==> src/rtl/ps2_pkg.sv <==
// Shared PS/2 scan-code constants, ps2_key field positions and frame FSM states.
// Latency: n/a (declarations only).
// Backpressure: n/a (declarations only).
package ps2_pkg;

  // Prefix and special bytes of scan code set 2
  localparam logic [7:0] PS2_EXT   = 8'hE0;
  localparam logic [7:0] PS2_BRK   = 8'hF0;
  localparam logic [7:0] PS2_PAUSE = 8'hE1;

  // Keyboard-to-host responses that carry no key information
  localparam logic [7:0] PS2_RSP_BAT    = 8'hAA;
  localparam logic [7:0] PS2_RSP_ACK    = 8'hFA;
  localparam logic [7:0] PS2_RSP_RESEND = 8'hFE;
  localparam logic [7:0] PS2_RSP_ECHO   = 8'hEE;
  localparam logic [7:0] PS2_RSP_ERR0   = 8'h00;
  localparam logic [7:0] PS2_RSP_ERR1   = 8'hFF;

  // Pause is an 8-byte make-only sequence; E1 is followed by 7 more bytes
  localparam logic [2:0] PAUSE_SKIP = 3'd7;
  localparam logic [7:0] PAUSE_CODE = 8'h77;

  // ps2_key field positions
  localparam int TOG = 10;
  localparam int PRS = 9;
  localparam int EXT = 8;

  typedef enum logic [1:0] {
    ST_IDLE   = 2'd0,
    ST_DATA   = 2'd1,
    ST_PARITY = 2'd2,
    ST_STOP   = 2'd3
  } frame_state_e;

  function automatic logic is_response(input logic [7:0] b);
    return (b == PS2_RSP_BAT)    || (b == PS2_RSP_ACK)  ||
           (b == PS2_RSP_RESEND) || (b == PS2_RSP_ECHO) ||
           (b == PS2_RSP_ERR0)   || (b == PS2_RSP_ERR1);
  endfunction

endpackage

==> src/rtl/ps2_rx_frame.sv <==
// PS/2 line receiver: synchronize, glitch-filter ps2_clk, deframe 11-bit frames, check parity/stop/timeout.
// Latency: byte_rdy pulses one cycle after the cycle in which the stop-bit fall is seen.
// Backpressure: none; byte_rdy and frame_err are single-cycle pulses the consumer must take.
module ps2_rx_frame
  import ps2_pkg::*;
#(
  parameter int FILTER_LEN     = 8,
  parameter int TIMEOUT_CYCLES = 2500
) (
  input  logic       clk_sys,
  input  logic       reset_n,
  input  logic       ps2_clk,
  input  logic       ps2_data,
  output logic       byte_rdy,
  output logic [7:0] byte_dat,
  output logic       frame_err
);

  localparam int FLT_W = (FILTER_LEN > 1) ? $clog2(FILTER_LEN) : 1;
  localparam int TO_W  = $clog2(TIMEOUT_CYCLES + 1);

  logic             clk_s1, clk_s2;
  logic             dat_s1, dat_s2;
  logic             filt;
  logic [FLT_W-1:0] flt_cnt;
  logic             fall;
  logic             dat_smp;

  frame_state_e     state;
  logic [2:0]       bitcnt;
  logic [7:0]       shreg;
  logic             par;
  logic [TO_W-1:0]  idle_cnt;

  // Two-flop synchronizers; idle PS/2 lines float high, so reset to 1
  always_ff @(posedge clk_sys or negedge reset_n) begin
    if (!reset_n) begin
      clk_s1 <= 1'b1;
      clk_s2 <= 1'b1;
      dat_s1 <= 1'b1;
      dat_s2 <= 1'b1;
    end else begin
      clk_s1 <= ps2_clk;
      clk_s2 <= clk_s1;
      dat_s1 <= ps2_data;
      dat_s2 <= dat_s1;
    end
  end

  // Glitch filter: level flips after FILTER_LEN consecutive differing samples; fall pulses with the 1->0 flip
  always_ff @(posedge clk_sys or negedge reset_n) begin
    if (!reset_n) begin
      filt    <= 1'b1;
      flt_cnt <= '0;
      fall    <= 1'b0;
      dat_smp <= 1'b1;
    end else begin
      fall <= 1'b0;
      if (clk_s2 == filt) begin
        flt_cnt <= '0;
      end else if (flt_cnt == FLT_W'(FILTER_LEN - 1)) begin
        filt    <= clk_s2;
        flt_cnt <= '0;
        fall    <= filt;
        dat_smp <= dat_s2;
      end else begin
        flt_cnt <= flt_cnt + 1'b1;
      end
    end
  end

  // Frame FSM with idle timeout; a fall in the same cycle as a timeout wins
  always_ff @(posedge clk_sys or negedge reset_n) begin
    if (!reset_n) begin
      state     <= ST_IDLE;
      bitcnt    <= '0;
      shreg     <= '0;
      par       <= 1'b0;
      byte_rdy  <= 1'b0;
      byte_dat  <= '0;
      frame_err <= 1'b0;
      idle_cnt  <= '0;
    end else begin
      byte_rdy  <= 1'b0;
      frame_err <= 1'b0;
      if (fall) begin
        idle_cnt <= '0;
        case (state)
          ST_IDLE: begin
            // A high start bit is line noise; ignore it silently
            if (!dat_smp) begin
              state  <= ST_DATA;
              bitcnt <= '0;
            end
          end
          ST_DATA: begin
            shreg  <= {dat_smp, shreg[7:1]};
            bitcnt <= bitcnt + 1'b1;
            if (bitcnt == 3'd7) state <= ST_PARITY;
          end
          ST_PARITY: begin
            par   <= dat_smp;
            state <= ST_STOP;
          end
          ST_STOP: begin
            if (dat_smp && (^{par, shreg})) begin
              byte_rdy <= 1'b1;
              byte_dat <= shreg;
            end else begin
              frame_err <= 1'b1;
            end
            state <= ST_IDLE;
          end
          default: state <= ST_IDLE;
        endcase
      end else if (state != ST_IDLE) begin
        if (idle_cnt == TO_W'(TIMEOUT_CYCLES)) begin
          state     <= ST_IDLE;
          frame_err <= 1'b1;
          idle_cnt  <= '0;
        end else begin
          idle_cnt <= idle_cnt + 1'b1;
        end
      end else begin
        idle_cnt <= '0;
      end
    end
  end

endmodule

==> src/rtl/ps2_key_encoder.sv <==
// PS/2 set-2 stream to 11-bit ps2_key event word {toggle, pressed, extended, code}; optional PS2_TYPEMATIC_FILTER_EN.
// Latency: ps2_key/key_strobe update 2 clk_sys cycles after the stop-bit fall is detected.
// Backpressure: none; key_strobe and frame_err are single-cycle pulses.
module ps2_key_encoder
  import ps2_pkg::*;
#(
  parameter int FILTER_LEN     = 8,
  parameter int TIMEOUT_CYCLES = 2500
) (
  input  logic        clk_sys,
  input  logic        reset_n,
  input  logic        ps2_clk,
  input  logic        ps2_data,
  output logic [10:0] ps2_key,
  output logic        key_strobe,
  output logic        frame_err
);

  logic       byte_vld;
  logic [7:0] byte_dat;
  logic       rx_err;

  logic       ext_f, brk_f;
  logic [2:0] skip;

  logic       dec_emit;
  logic       dec_ext;
  logic       dec_prs;
  logic [7:0] dec_code;
  logic       suppress;
  logic       emit_fire;

  ps2_rx_frame #(
    .FILTER_LEN     (FILTER_LEN),
    .TIMEOUT_CYCLES (TIMEOUT_CYCLES)
  ) u_rx (
    .clk_sys   (clk_sys),
    .reset_n   (reset_n),
    .ps2_clk   (ps2_clk),
    .ps2_data  (ps2_data),
    .byte_rdy  (byte_vld),
    .byte_dat  (byte_dat),
    .frame_err (rx_err)
  );

  assign frame_err = rx_err;

  // Classify the received byte: prefix, response, Pause tail, or a key event
  always_comb begin
    dec_emit = 1'b0;
    dec_ext  = ext_f;
    dec_prs  = ~brk_f;
    dec_code = byte_dat;
    if (byte_vld && !rx_err) begin
      if (skip != 3'd0) begin
        // Last byte of the Pause sequence stands in for the whole key
        if (skip == 3'd1) begin
          dec_emit = 1'b1;
          dec_ext  = 1'b1;
          dec_prs  = 1'b1;
          dec_code = PAUSE_CODE;
        end
      end else if ((byte_dat != PS2_EXT) && (byte_dat != PS2_BRK) && (byte_dat != PS2_PAUSE)) begin
        dec_emit = !(is_response(byte_dat) && !ext_f && !brk_f);
      end
    end
  end

`ifdef PS2_TYPEMATIC_FILTER_EN
  logic [511:0] held;

  // Auto-repeat makes of an already-held key are swallowed; Pause never is
  assign suppress = dec_emit && (skip == 3'd0) && dec_prs && held[{dec_ext, dec_code}];

  // Track which {ext, code} keys are currently down
  always_ff @(posedge clk_sys or negedge reset_n) begin
    if (!reset_n) begin
      held <= '0;
    end else if (dec_emit && (skip == 3'd0)) begin
      held[{dec_ext, dec_code}] <= dec_prs;
    end
  end
`else
  assign suppress = 1'b0;
`endif

  assign emit_fire = dec_emit && !suppress;

  // Prefix flags, Pause skip counter and the registered event word
  always_ff @(posedge clk_sys or negedge reset_n) begin
    if (!reset_n) begin
      ext_f      <= 1'b0;
      brk_f      <= 1'b0;
      skip       <= '0;
      ps2_key    <= '0;
      key_strobe <= 1'b0;
    end else begin
      key_strobe <= 1'b0;
      if (emit_fire) begin
        ps2_key    <= {~ps2_key[TOG], dec_prs, dec_ext, dec_code};
        key_strobe <= 1'b1;
      end
      if (rx_err) begin
        ext_f <= 1'b0;
        brk_f <= 1'b0;
      end else if (byte_vld) begin
        if (skip != 3'd0) begin
          skip <= skip - 1'b1;
        end else begin
          case (byte_dat)
            PS2_EXT: ext_f <= 1'b1;
            PS2_BRK: brk_f <= 1'b1;
            PS2_PAUSE: begin
              skip  <= PAUSE_SKIP;
              ext_f <= 1'b0;
              brk_f <= 1'b0;
            end
            default: begin
              ext_f <= 1'b0;
              brk_f <= 1'b0;
            end
          endcase
        end
      end
    end
  end

endmodule
==> config.mk <==
export PLATFORM = sky130hd
export DESIGN_NAME = ps2_key_encoder
export DESIGN_NICKNAME = d
export VERILOG_FILES = /design/src/rtl/ps2_pkg.sv /design/src/rtl/ps2_rx_frame.sv /design/src/rtl/ps2_key_encoder.sv
export SDC_FILE = /design/constraint.sdc
export NUM_CORES = 1
export LEC_CHECK = 0
export ABC_AREA = 1
export BUFFER_PORTS_ARGS = -buffer_cell sky130_fd_sc_hd__buf_2
export CORE_MARGIN = 10
export CORE_UTILIZATION = 49
export DETAILED_ROUTE_END_ITERATION = 12
export PLACE_DENSITY = 0.66
export SYNTH_ARGS = -nofsm -noshare
export SYNTH_HDL_FRONTEND = slang
export SYNTH_HIERARCHICAL = 1
export SYNTH_SLANG_ARGS = --single-unit
==> constraint.sdc <==
create_clock -name clk_sys -period 1.9 [get_ports clk_sys]
set_clock_uncertainty 0.15 [all_clocks]
set_input_delay 0.095 -clock clk_sys [delete_from_list [all_inputs] [get_ports clk_sys]]
set_output_delay 0.095 -clock clk_sys [all_outputs]
set_load 0.01 [all_outputs]
* Yosys cells after proc, flatten, opt, wreduce, memory -nomap -nowiden *
Index checks and enable logic that the tools add are counted.

storage, ports and cells
  bits in registers = 63
  input bits = 4

cells by class
  equality and inequality tests = 25
  bitwise logic cells = 4
  add/sub/neg operators = 4
  muxes and demuxes = 47
  reductions and logical operators = 34

operator list
  kind                     number
  $eq A8 B8 Y1 const B     8
  $mux W12                 3
  $mux W1                  27
  $mux W8                  3
  $ne A8 B8 Y1 const B     3
  $mux W3                  5
  $reduce_and A3 Y1        5
  $add A12 B1 Y12 const B  1
  $eq A12 B12 Y1 const B   1
  $reduce_bool A2 Y1       6
  $mux W2                  5
  $reduce_xor A9 Y1        1
  $logic_not A8 Y1         1
  $pmux W2 S4              1
  $add A3 B1 Y3 const B    2
  $eq A3 B3 Y1 const B     2
  $logic_and A1 B1 Y1      6
  $ne A2 B1 Y1 const B     3
  $ne A3 B3 Y1 const B     2
  $pmux W3 S2              1
  $reduce_and A2 Y1        3
  $logic_or A1 B1 Y1       5
  $eq A2 B2 Y1 const B     2
  $logic_not A1 Y1         4
  other kinds (10)         14

* Depth between registers and ports, before layout *
Gate-level depths: netlist (run 1).

  depth after elaboration = 13
  depth in mapped cells = 12

* Modules after synthesis *
Netlist (run 1), hierarchy kept.

modules (own cells, without submodules)
  module           times used  area an instance (um^2)  cells an instance
  ps2_rx_frame     1           2237.1                   260
  ps2_key_encoder  1           967.2                    137

* Least setup slack after synthesis (run 1) *
No wires, ideal clock.

  path type = reg-to-reg
  from = register skip[0]
  to = register ps2_key[10]
  period minus slack after synthesis = 1.722 ns
  setup time = 0.117 ns
  stages on the path, launching flop included = 13
  slack = 0.178 ns
  arrival = 1.455 ns
  cells stage by stage = dfrtp_1 > inv_1 > ha_1 > inv_1 > nor2_1 > nand2_2 > nor2_1 > nand2_1 > nand2_2 > nand2_2 > buf_6 > nand2_1 > nand2_1

on the way
  word-level cells in the longest chain between the ends = 4

RTL lines
  element                   RTL line                source
  start: declaration        ps2_key_encoder.sv:24   logic [2:0] skip;
  start signal: assignment  ps2_key_encoder.sv:108  skip <= skip - 1'b1;
  $eq A3 B1 Y1              ps2_key_encoder.sv:57   if (skip == 3'd1) begin
  $mux W1                   ps2_key_encoder.sv:57
  $mux W1 (*)               ps2_key_encoder.sv:55   if (skip != 3'd0) begin
  $mux W1 (*)               ps2_key_encoder.sv:54   if (byte_vld && !rx_err) begin
  end signal: assignment    ps2_key_encoder.sv:100  ps2_key <= {~ps2_key[TOG], dec_prs, dec_ext, dec_code};
  end: declaration          ps2_key_encoder.sv:14   output logic [10:0] ps2_key,

Every way passes the cells marked *; elsewhere a longest branch is shown, timed or not.
A chain may end at the register's enable or synchronous reset.

* Worst setup path after layout (run 1) *
  from = register skip[0]
  to = register ext_f

on the way
  word-level cells in the longest chain between the ends = 3

RTL lines
  element                      RTL line                source
  $reduce_bool A3 Y1           ps2_key_encoder.sv:107  if (skip != 3'd0) begin
  $ne A2 B1 Y1 (no line)       -
  $reduce_and A3 Y1 (no line)  -
  end signal: assignment       ps2_key_encoder.sv:104  ext_f <= 1'b0;
  end signal: assignment       ps2_key_encoder.sv:111  PS2_EXT: ext_f <= 1'b1;
  end signal: assignment       ps2_key_encoder.sv:115  ext_f <= 1'b0;
  end: declaration             ps2_key_encoder.sv:23   logic ext_f, brk_f;

Every way passes these cells.

==> reports/results.tsv, run 1 <==
stage	metric	value	unit
sta	RSZ-0062 raised after global routing	false	
logic_synthesis	post-synth top area cell	dfrtp_1	
global_route	first-pass GRT wire length	10.03	mm
sta	final hold slack	0.1093	ns
global_route	initial antenna violation count	0	
logic_synthesis	Netlist cell types	31	
floorplan	die height	100.9	um
logic_synthesis	Synth area leaders	dfrtp_1 (45%), nand2_1 (16%), ha_1 (5.5%)	
cts	htree depth	3	
sta	worst relative slew slack	0.6611	
logic_synthesis	Mapped Nets	415	
cells_and_area	Syn-to-layout area delta	14.06	%
sta	final setup vio count	0	
worst_setup_path	Reg2Reg Setup Slack	0.17	ns
route	DR DRC count	0	
logic_synthesis	Yosys warnings	6	
worst_setup_path	CP startpoint kind	register	
worst_hold_path	Hold Path Class	input pin to async pin	
cts	worst-skew pair later-pin latency	0.34	ns
route	via count	2514	
worst_setup_path	Worst Path Required	1.97	ns
cells_and_area	post-route non-filler standard cell count	511	
floorplan	CORE AREA	6350	um^2
power_and_ir_drop	Comb pwr share	0.046	
sta	fin crit period	1.734	ns
power_and_ir_drop	sequential share of power	0.514	
sta	setup tns final	0	ns
outcome	result of the run	finished, final reports clean	
route	routed len/inst	11.18	um
route	Vias/cell	4.920	
cts	Post-CTS Setup Inserts	0	
cts	clk slew on worst S/H paths	0.07	ns
power_and_ir_drop	Clk network pwr share	0.440	
worst_setup_path	critical path peak fanout	4	
cts	CTS root buffer	clkbuf_8	
worst_setup_path	CP arrival	1.80	ns
logic_synthesis	Seq/Total Area, Yosys	0.4943	
worst_setup_path	worst-path cell chain	inv_1 > ha_1 > inv_1 > nor2_2 > buf_4 > nand2_1 > nand2_1 > nand2_1 > a31oi_1 > a21oi_1	
worst_setup_path	CP most frequent cell	nand2_1	
power_and_ir_drop	Leakage	1.934	nW
power_and_ir_drop	overall power	0.002857	W
sta	fin. max-slew vios	0	
cts	CTS Buffer Depth	2	
cells_and_area	layout cell share with drive strength beyond 1	0.1590	
worst_setup_path	Setup Crit Path Kind	register to register	
cts	clock sink count	63	
floorplan	site row count	29	
floorplan	die area	10170	um^2
global_route	GR Overflow Total	0	
global_route	vias in the first global route	2371	
logic_synthesis	post-synth top area share	0.4451	
place	Placer Congestion	0.8035	
place	# placed instances	492	
sta	period utilization	0.9128	
place	number of buffers inserted by port buffering	16	
power_and_ir_drop	Psw	0.0006677	W
worst_setup_path	critical path capture point type	register	
route	final WL	5.715	mm
power_and_ir_drop	Max rail drop VDD	0.6565	mV
sta	Slew @ Worst Pin	0.5084	ns
cts	CTS tree	done	
sta	f_max	576.6	MHz
worst_setup_path	Reg2Reg Depth	10	
sta	final hold vios	0	
place	DPL Wire Length	4.203	mm
route	1st-iter DRT viols	75	
logic_synthesis	Avg Cell Area, Syn	8.071	um^2
worst_setup_path	slowest CP cell	dfrtp_1	
global_route	largest net degree at the start of global routing	42	
cts	cts bufs inserted	9	
logic_synthesis	Mapped Cells	397	
route	DRT Pass-1 Iters	5	
cells_and_area	nets	447	
power_and_ir_drop	pwr dens	781.8	nW/um^2
logic_synthesis	Yosys reg bits	63	
power_and_ir_drop	sw frac	0.2337	
flow_run	max_cap viols	0	
worst_setup_path	Critical Path Max Stage Delay	0.39	ns
global_route	Total GRT Usage	0.1189	
floorplan	Initial Utilization	0.5046	
power_and_ir_drop	Int Power	0.002190	W
floorplan	IO Count	17	
logic_synthesis	Synth Cell Area	3204	um^2
floorplan	die span in x	100.9	um
cells_and_area	n_diodes	0	
route	Routed Antenna Nets	0	
cells_and_area	FILL cells	578	
## flip-flops by register name, indices dropped and copies added (netlist names)
register / cells
brk_f: 1
ext_f: 1
key_strobe: 1
ps2_key: 11
skip: 3
u_rx/bitcnt: 3
u_rx/byte_dat: 8
u_rx/byte_rdy: 1
u_rx/clk_s1: 1
u_rx/clk_s2: 1
u_rx/dat_s1: 1
u_rx/dat_s2: 1
u_rx/dat_smp: 1
u_rx/fall: 1
u_rx/filt: 1
u_rx/flt_cnt: 3
u_rx/frame_err: 1
u_rx/idle_cnt: 12
u_rx/par: 1
u_rx/shreg: 8
u_rx/state: 2
## per-layer routing
| layer | up-vias | global-route usage | share of wire |
|---|---|---|---|
| met1 | 1146 | 0.1465 | 0.47 |
| met5 | - | 0 | 0 |
| met2 | 43 | 0.1862 | 0.46 |
| li1 | 1314 | - | - |
| met3 | 11 | 0.03224 | 0.050 |
| met4 | 0 | 0.06087 | 0.021 |
## power by group through the flow
stage	registers, W	clock network (W)	logic, W
3_5_place_dp	0.00149	0	0.000131
3_3_place_gp	0.00149	0	0.000123
2_1_floorplan	0.00146	0	0.000116
4_1_cts	0.00147	0.00129	0.000135
6_report	0.00147	0.00126	0.000132
5_1_grt	0.00148	0.00133	0.000160
## timing repair
action / in CTS / in global routing
gates resized for setup: 0 / 2
endpoints found under the setup margin: 0 / 11
hold buffers: 3 / 0
endpoints found under the hold margin: 59 / 0
## metrics by stage
step | cell area, um^2 | util | setup WS (ns)
floorplan | 3204 | - | 0.1779
CTS | 3647 | 0.5744 | 0.1317
global route | 3655 | 0.5756 | 0.01493
global placement | 3405 | 0.5362 | 0.2391
finish | 3655 | 0.5756 | 0.1657
detailed placement | 3405 | 0.5362 | 0.1644
## synthesized netlist by cell type (all sizes together)
library cell,number
or2,2
xor2,4
o21ai,19
dfstp,6
nand3b,1
a31oi,3
nor4,2
nor3,8
nor2,38
inv,46
xnor2,1
nand3,29
o21a,1
clkbuf,3
clkinv,1
nand4,9
buf,5
a211oi,1
a21oi,6
ha,14
nand2,141
dfrtp,57
## final cells by class
| class | count | area [um^2] | share of cell area |
|---|---|---|---|
| clock buffer | 10 | 127.6 | 0.03492 |
| clock inverter | 6 | 85.08 | 0.02328 |
| inverter | 47 | 176.4 | 0.04827 |
| multi-input combinational | 279 | 1400 | 0.3831 |
| sequential | 63 | 1584 | 0.4334 |
| tap | 77 | 96.34 | 0.02636 |
| timing repair buffer | 29 | 185.2 | 0.05067 |
## path summary, 6_finish.rpt
kind,to,start
worst min-delay path,skip[2],reset_n
max in group asynchronous,u_rx/dat_smp,reset_n
worst max-delay path,ext_f,skip[0]
worst max register to register,ext_f,skip[0]
worst min register to register,u_rx/clk_s2,u_rx/clk_s1
min in group clk_sys,u_rx/clk_s2,u_rx/clk_s1
## critical path, delay by kind of cell, from the launching register on
kind / cells / cell delay, ns
adders and majority gates: 1 / 0.17
AOI/OAI and AO/OA: 2 / 0.29
buffers and inverters: 3 / 0.32
and+or+nand+nor: 4 / 0.27
DFF: 1 / 0.39
## placed cells by master (no fill, tap or decap), types with 3 or more instances in the layout
cell type and n:
nand2_1 134, dfrtp_1 57, inv_1 43, nor2_1 32
nand3_1 26, o21ai_0 19, buf_2 16, ha_1 14
buf_4 10, nand4_1 9, clkbuf_8 9, nor3_1 7
nor2_2 6, a21oi_1 6, dfstp_2 6, nand2_2 5
xor2_1 4, inv_2 3, a31oi_1 3, dlygate4sd3_1 3
## logic make-up (layout without fill, tap and decap cells)
kind of cell,Yosys count,in the layout,share of synthesized area
adder cells (fa/ha/maj),14,14,0.05467
XOR/XNOR,5,5,0.01367
flip-flops,63,63,0.4943
AO/OA/AOI/OAI,30,30,0.04959
buffers and inverters,55,92,0.07106
AND/OR/NAND/NOR,230,230,0.3167
Power figures use the tool's default switching activity.
==> run 2: changes to the inputs <==
Settings changed: CORE_UTILIZATION 49 to 60, PLACE_DENSITY 0.66 to 0.78.
==> run 2 against run 1 <==
Combinational power up 11%. Critical path depth up 1. Cell count down 1.2%. Clock power about the same. Critical path type unchanged. Largest cell class unchanged. Highest routed layer unchanged.
==> reports/results.tsv, run 2 (same netlist as run 1, synthesis figures left out) <==
stage	metric	value	unit	change
sta	final hold slack	0.1231	ns	was 0.1093 ns
worst_setup_path	slowest CP cell	dfrtp_1		unchanged
cts	htree depth	3		unchanged
global_route	largest net degree at the start of global routing	25		was 42
cells_and_area	top flop regs	u_rx/idle_cnt (12), ps2_key (11)		unchanged
power_and_ir_drop	pwr dens	777.2	nW/um^2	was 781.8 nW/um^2
floorplan	site row count	26		was 29
global_route	initial antenna violation count	0		unchanged
cts	cts bufs inserted	9		unchanged
floorplan	CORE AREA	5140	um^2	was 6350 um^2
worst_setup_path	critical path capture point type	register		unchanged
route	Vias/cell	5.097		was 4.920
floorplan	IO Count	17		unchanged
worst_setup_path	Setup Crit Path Kind	register to register		unchanged
cells_and_area	nets	448		was 447
route	1st-iter DRT viols	145		was 75
worst_setup_path	RR Startpoint	skip[0]		unchanged
cells_and_area	FILL cells	407		was 578
worst_setup_path	crit path launch	skip[0]		unchanged
flow_run	max_cap viols	0		unchanged
route	via count	2574		was 2,514
sta	final hold vios	0		unchanged
worst_setup_path	Top delay family on crit path	simple AND/OR/NAND/NOR gates		was flip-flops
worst_setup_path	critical path peak fanout	11		was 4
place	DPL Wire Length	4.349	mm	was 4.203 mm
cells_and_area	largest register by flop count	u_rx/idle_cnt		unchanged
global_route	GR Overflow Total	0		unchanged
cells_and_area	n_diodes	0		unchanged
floorplan	Initial Utilization	0.6234		was 0.5046
cts	CTS root buffer	clkbuf_8		unchanged
sta	setup tns final	0	ns	unchanged
global_route	Total GRT Usage	0.1468		was 0.1189
worst_setup_path	Worst Path Buf+Inv	3		unchanged
worst_setup_path	CP startpoint kind	register		unchanged
cells_and_area	Syn-to-layout area delta	14.25	%	was 14.06%
cts	worst-skew pair later-pin latency	0.33	ns	was 0.34 ns
floorplan	die span in x	93.08	um	was 100.9 um
worst_setup_path	Critical Path Max Stage Delay	0.40	ns	was 0.39 ns
floorplan	die height	93.08	um	was 100.9 um
route	DR DRC count	0		unchanged
route	Routed Antenna Nets	0		unchanged
global_route	vias in the first global route	2464		was 2,371
cells_and_area	area of the multi-input gates	1400	um^2	unchanged
worst_setup_path	worst-path cell chain	inv_2 > ha_1 > inv_1 > nor2_2 > nand2_2 > nor2_1 > nand2_1 > nand2_2 > buf_4 > nand3_1 > nand2_1		was inv_1 > ha_1 > inv_1 > nor2_2 > buf_4 > nand2_1 > nand2_1 > nand2_1 > a31oi_1 > a21oi_1
cells_and_area	commonest non-fill, non-tap cell in the layout	nand2_1		unchanged
outcome	result of the run	finished, final reports clean		unchanged
cts	clk slew on worst S/H paths	0.07	ns	about the same
route	routed len/inst	11.96	um	was 11.18 um
worst_hold_path	Hold Path Class	input pin to async pin		unchanged
sta	final setup vio count	0		unchanged
power_and_ir_drop	Leakage	1.946	nW	was 1.934 nW
cts	CTS tree	done		unchanged
global_route	first-pass GRT wire length	10.43	mm	was 10.03 mm
worst_setup_path	CP arrival	1.85	ns	was 1.80 ns
place	number of buffers inserted by port buffering	16		unchanged
place	Placed Area	3408	um^2	was 3405 um^2
sta	RSZ-0062 raised after global routing	false		unchanged
sta	f_max	579.1	MHz	was 576.6 MHz
worst_setup_path	Worst Path Required	2.03	ns	was 1.97 ns
cells_and_area	most frequent cells in the layout	nand2_1 (134), dfrtp_1 (57), inv_1 (42), nor2_1 (32), nand3_1 (26)		was nand2_1 (134), dfrtp_1 (57), inv_1 (43), nor2_1 (32), nand3_1 (26)
cells_and_area	Reg area	1584	um^2	unchanged
sta	worst relative slew slack	0.7494		was 0.6611
cells_and_area	post-route cell area	3661	um^2	was 3655 um^2
route	DRT Pass-1 Iters	4		was 5
cts	CTS Buffer Depth	2		unchanged
place	Placer Congestion	0.7896		was 0.8035
sta	period utilization	0.9088		was 0.9128
cells_and_area	fin util	0.7123		was 0.5756
power_and_ir_drop	overall power	0.002845	W	was 0.002857 W
sta	Slew @ Worst Pin	0.3745	ns	was 0.5084 ns
cts	clock sink count	63		unchanged
sta	fin crit period	1.727	ns	was 1.734 ns
route	final WL	6.041	mm	was 5.715 mm
cells_and_area	max reg flops	12		unchanged
power_and_ir_drop	Max rail drop VDD	0.5435	mV	was 0.6565 mV
floorplan	die area	8664	um^2	was 10,170 um^2
cells_and_area	layout cell share with drive strength beyond 1	0.1563		was 0.1590
sta	fin. max-slew vios	0		unchanged
## run 2: repair_timing
item / CTS / global route
gates resized for setup: 0 / 3
endpoints found under the setup margin: 0 / 12
hold endpoints to repair: 65 / 0
buffers inserted: 0 / 0
hold buffers: 4 / 0
## run 2: tightest hold or removal path, stage by stage
cell	delay, ns
dlygate4sd3_1	0.52
buf_2	0.16
buf_12	0.18
## run 2: through the flow
step                      setup WS [ns]  std cells
after global routing            0.01059        505
after CTS                        0.1154        505
after floorplan                  0.1779        397
after global placement           0.2193        485
final                            0.1733        505
after detailed placement         0.1287        485
## run 2: layout make-up
class	instances	share of cell area
clock buffers	12	0.03691
clock inverters	4	0.01914
inverters	47	0.04819
multi-input cells	279	0.3824
flip-flops and latches	63	0.4327
well taps	70	0.02392
repair buffers	30	0.05673
## run 2: per-layer routing
metal / GRT usage / wire (um) / up-vias
met5: 0 / 0 / -
met4: 0.06812 / 68 / 0
met3: 0.03757 / 236 / 6
met2: 0.2576 / 3087 / 39
met1: 0.1631 / 2648 / 1211
li1: - / - / 1318
## run 2: final timing paths
check,to,slack [ns],cells past startpoint
min reg2reg,u_rx/dat_s2,0.21,0
max reg2reg,ps2_key[6],0.17,11
max,ps2_key[6],0.17,11
min,ps2_key[9],0.12,3
max in group asynchronous,ps2_key[7],0.86,3
min in group clk_sys,u_rx/dat_s2,0.21,0
## run 2: power breakdown
part           total, W  switching (W)  internal (W)  leakage (nW)
Clock           0.00123       0.000493      0.000736         0.104
Sequential      0.00147      0.0000610       0.00141         0.857
Combinational  0.000146      0.0000904     0.0000553         0.984
==> run 3: changes to the inputs <==
Settings changed: PLACE_DENSITY 0.78 to 0.75, SYNTH_HIERARCHICAL 1 to default.
==> run 3 against run 2 <==
Sequential share of layout area shrank 0.16 points. Synthesized area shrank 1.5%. Highest routed layer unchanged. Clock power is essentially flat. Setup slack lost 0.018 ns. Critical path depth shrank 2. Power shrank 1.3%. Die area shrank 1.2%.
==> reports/results.tsv, run 3 <==
stage	metric	value	unit	change
sta	period utilization	0.9183		was 0.9088
worst_setup_path	Critical Path Max Stage Delay	0.43	ns	was 0.40 ns
route	Vias/cell	5.080		was 5.097
global_route	met1 usage	0.1658		was 0.1631
cts	CTS root buffer	clkbuf_8		unchanged
sta	final hold vios	0		unchanged
power_and_ir_drop	Leakage	1.892	nW	was 1.946 nW
cells_and_area	commonest non-fill, non-tap cell in the layout	nand2_1		unchanged
place	post-place setup slack	0.05860	ns	was 0.1287 ns
floorplan	die area	8563	um^2	was 8664 um^2
sta	Slew @ Worst Pin	0.4840	ns	was 0.3745 ns
logic_synthesis	post-synth top area cell	dfrtp_1		unchanged
power_and_ir_drop	Int Power	0.002142	W	was 0.002200 W
route	DRT Pass-1 Iters	4		unchanged
logic_synthesis	Yosys warnings	0		was 6
global_route	Total GRT Usage	0.1470		was 0.1468
power_and_ir_drop	Comb pwr share	0.056		was 0.051
floorplan	IO Count	17		unchanged
cts	CTS tree	done		unchanged
route	1st-iter DRT viols	115		was 145
floorplan	Initial Utilization	0.6181		was 0.6234
logic_synthesis	Mapped Nets	404		was 415
cts	clk slew on worst S/H paths	0.07	ns	about the same
cells_and_area	nets	443		was 448
power_and_ir_drop	pwr dens	764.0	nW/um^2	was 777.2 nW/um^2
route	final WL	5.935	mm	was 6.041 mm
cts	cts bufs inserted	9		unchanged
power_and_ir_drop	sw frac	0.2371		was 0.2266
logic_synthesis	post-synth top area share	0.4518		was 0.4451
logic_synthesis	Avg Cell Area, Syn	8.157	um^2	was 8.071 um^2
cts	worst-skew pair later-pin latency	0.34	ns	was 0.33 ns
route	routed len/inst	11.85	um	was 11.96 um
global_route	largest net degree at the start of global routing	26		was 25
worst_setup_path	worst-path cell chain	nor2_2 > nand3_2 > nor2_2 > nor2_1 > nand2_1 > nand2_4 > buf_4 > nand3b_1 > nand2_1		was inv_2 > ha_1 > inv_1 > nor2_2 > nand2_2 > nor2_1 > nand2_1 > nand2_2 > buf_4 > nand3_1 > nand2_1
sta	worst relative slew slack	0.6773		was 0.7494
cells_and_area	top flop regs	u_rx.idle_cnt (12), ps2_key (11)		was u_rx/idle_cnt (12), ps2_key (11)
cells_and_area	max reg flops	12		unchanged
global_route	first-pass GRT wire length	10.21	mm	was 10.43 mm
logic_synthesis	Synth Cell Area	3157	um^2	was 3204 um^2
logic_synthesis	Yosys reg bits	63		unchanged
floorplan	CORE AREA	5107	um^2	was 5140 um^2
logic_synthesis	Netlist cell types	34		was 31
logic_synthesis	Mapped Cells	387		was 397
flow_run	max_cap viols	0		unchanged
cells_and_area	post-route non-filler standard cell count	501		was 505
cts	clock sink count	63		unchanged
power_and_ir_drop	overall power	0.002808	W	was 0.002845 W
place	Placer Congestion	0.7591		was 0.7896
cells_and_area	n_diodes	0		unchanged
sta	setup tns final	0	ns	unchanged
cells_and_area	largest register by flop count	u_rx.idle_cnt		was u_rx/idle_cnt
logic_synthesis	most common library cells after synthesis	nand2_1 (124), dfrtp_1 (57), inv_1 (49)		was nand2_1 (134), dfrtp_1 (57), inv_1 (43)
worst_setup_path	Worst Path Required	1.99	ns	was 2.03 ns
global_route	GR Overflow Total	0		unchanged
logic_synthesis	Post-synth EDFFs	0		unchanged
worst_setup_path	CP startpoint kind	register		unchanged
worst_setup_path	slowest CP cell	dfrtp_1		unchanged
logic_synthesis	count leader, synth	nand2_1		unchanged
cells_and_area	layout cell share with drive strength beyond 1	0.1717		was 0.1563
place	number of buffers inserted by port buffering	16		unchanged
place	DPL Wire Length	4.215	mm	was 4.349 mm
worst_setup_path	critical path peak fanout	6		was 11
global_route	initial antenna violation count	0		unchanged
power_and_ir_drop	Max rail drop VDD	0.6473	mV	was 0.5435 mV
place	# placed instances	477		was 485
sta	Final WS setup	0.1552	ns	was 0.1733 ns
route	DR DRC count	0		unchanged
floorplan	die height	92.54	um	was 93.08 um
worst_setup_path	CP arrival	1.83	ns	was 1.85 ns
logic_synthesis	Synth area leaders	dfrtp_1 (45%), nand2_1 (15%), inv_1 (5.8%)		was dfrtp_1 (45%), nand2_1 (16%), ha_1 (5.5%)
sta	f_max	573.1	MHz	was 579.1 MHz
worst_setup_path	Setup Crit Path Kind	register to register		unchanged
cells_and_area	most frequent cells in the layout	nand2_1 (123), dfrtp_1 (57), inv_1 (48), nand3_1 (27), o21ai_0 (26)		was nand2_1 (134), dfrtp_1 (57), inv_1 (42), nor2_1 (32), nand3_1 (26)
cts	CTS Buffer Depth	2		unchanged
power_and_ir_drop	Psw	0.0006657	W	was 0.0006448 W
global_route	GR Util met2	0.2441		was 0.2576
sta	fin. max-slew vios	0		unchanged
cells_and_area	Syn-to-layout area delta	16.41	%	was 14.25%
route	Routed Antenna Nets	0		unchanged
logic_synthesis	Seq/Total Area, Yosys	0.5018		was 0.4943
sta	fin crit period	1.745	ns	was 1.727 ns
outcome	result of the run	finished, final reports clean		unchanged
global_route	vias in the first global route	2349		was 2,464
worst_setup_path	critical path capture point type	register		unchanged
logic_synthesis	ys async rst share	1.000		unchanged
floorplan	site row count	26		unchanged
worst_hold_path	Hold Path Class	input pin to async pin		unchanged
cts	htree depth	3		unchanged
route	via count	2545		was 2,574
power_and_ir_drop	sequential share of power	0.514		was 0.517
sta	final setup vio count	0		unchanged
logic_synthesis	Synth Flop Type	dfrtp_1		unchanged
cells_and_area	FILL cells	417		was 407
global_route	GR Util met3	0.05004		was 0.03757
global_route	GR peak layer	met2		unchanged
power_and_ir_drop	Clk network pwr share	0.430		was 0.432
floorplan	die span in x	92.54	um	was 93.08 um
run 3: cell types whose count changed after synthesis, moves of 4 or more:
cell / delta
a21oi_1: +4
inv_1: +6
nand2_1: -10
nand2_2: -4
nand4_1: -5
nor2_1: -7
o21ai_0: +8
run 3: worst paths after layout:
path                       cells past startpoint                to  slack, ns              from
max                                            9        ps2_key[7]       0.16  u_rx.byte_dat[3]
min                                            2  u_rx.byte_dat[7]       0.09           reset_n
max reg2reg                                    9        ps2_key[7]       0.16  u_rx.byte_dat[3]
min reg2reg                                    0       u_rx.dat_s2       0.20       u_rx.dat_s1
max in group asynchronous                      3       u_rx.dat_s1       0.90           reset_n
min in group clk_sys                           0       u_rx.dat_s2       0.20       u_rx.dat_s1
run 3: area by class of cell:
cell class / instances / area, um^2 / share of cell area
clock buffer: 12 / 155.1 / 0.04222
tap: 70 / 87.58 / 0.02383
sequential: 63 / 1584 / 0.4311
clock inverter: 4 / 53.80 / 0.01464
inverter: 53 / 200.2 / 0.05448
timing repair buffer: 33 / 227.7 / 0.06197
multi-input combinational: 266 / 1366 / 0.3718
run 3: kinds of logic (layout without fill, tap and decap cells):
family          count (synthesis)  in the layout  synth area share
fa+ha+maj                      13             13           0.05153
compound gates                 43             43           0.07134
simple gates                  206            207            0.2889
buf+inv                        59            102           0.07808
xor+xnor                        3              3          0.008325
flops                          63             63            0.5018
run 3: stage by stage:
step	instance area [um^2]	hold WS, ns	util
6_report	3675	0.09330	0.7195
3_5_place_dp	3366	-0.06669	0.6590
2_1_floorplan	3157	-0.3506	-
5_1_grt	3675	0.1211	0.7195
3_3_place_gp	3366	-0.07320	0.6590
4_1_cts	3605	0.09715	0.7058
run 3: repair_timing:
item                                    CTS  global route
gates resized for setup                   1             9
endpoints found under the setup margin    1            17
hold buffers                              3             0
pin swaps                                 0             2
hold endpoints to repair                 59             0
setup buffers                             0             4
cloned                                    0             1
run 3: routing by layer:
metal	up-vias	part of all wire
met3	11	0.045
met2	40	0.49
met4	0	0.017
met5	-	0
met1	1180	0.45
li1	1314	-
run 3: power by group through the flow:
stage	combinational (W)	sequential, W	clock [W]
after global routing	0.000191	0.00145	0.00130
after global placement	0.000136	0.00146	0
after floorplan	0.0000848	0.00145	0
final	0.000156	0.00144	0.00121
after CTS	0.000150	0.00144	0.00123
after detailed placement	0.000142	0.00146	0
run 3: worst max-delay path: cells and delay by family (launching register included):
kind	cells	cell delay [ns]
buffers and inverters	1	0.16
flip-flops	1	0.43
AND/OR/NAND/NOR	8	0.89
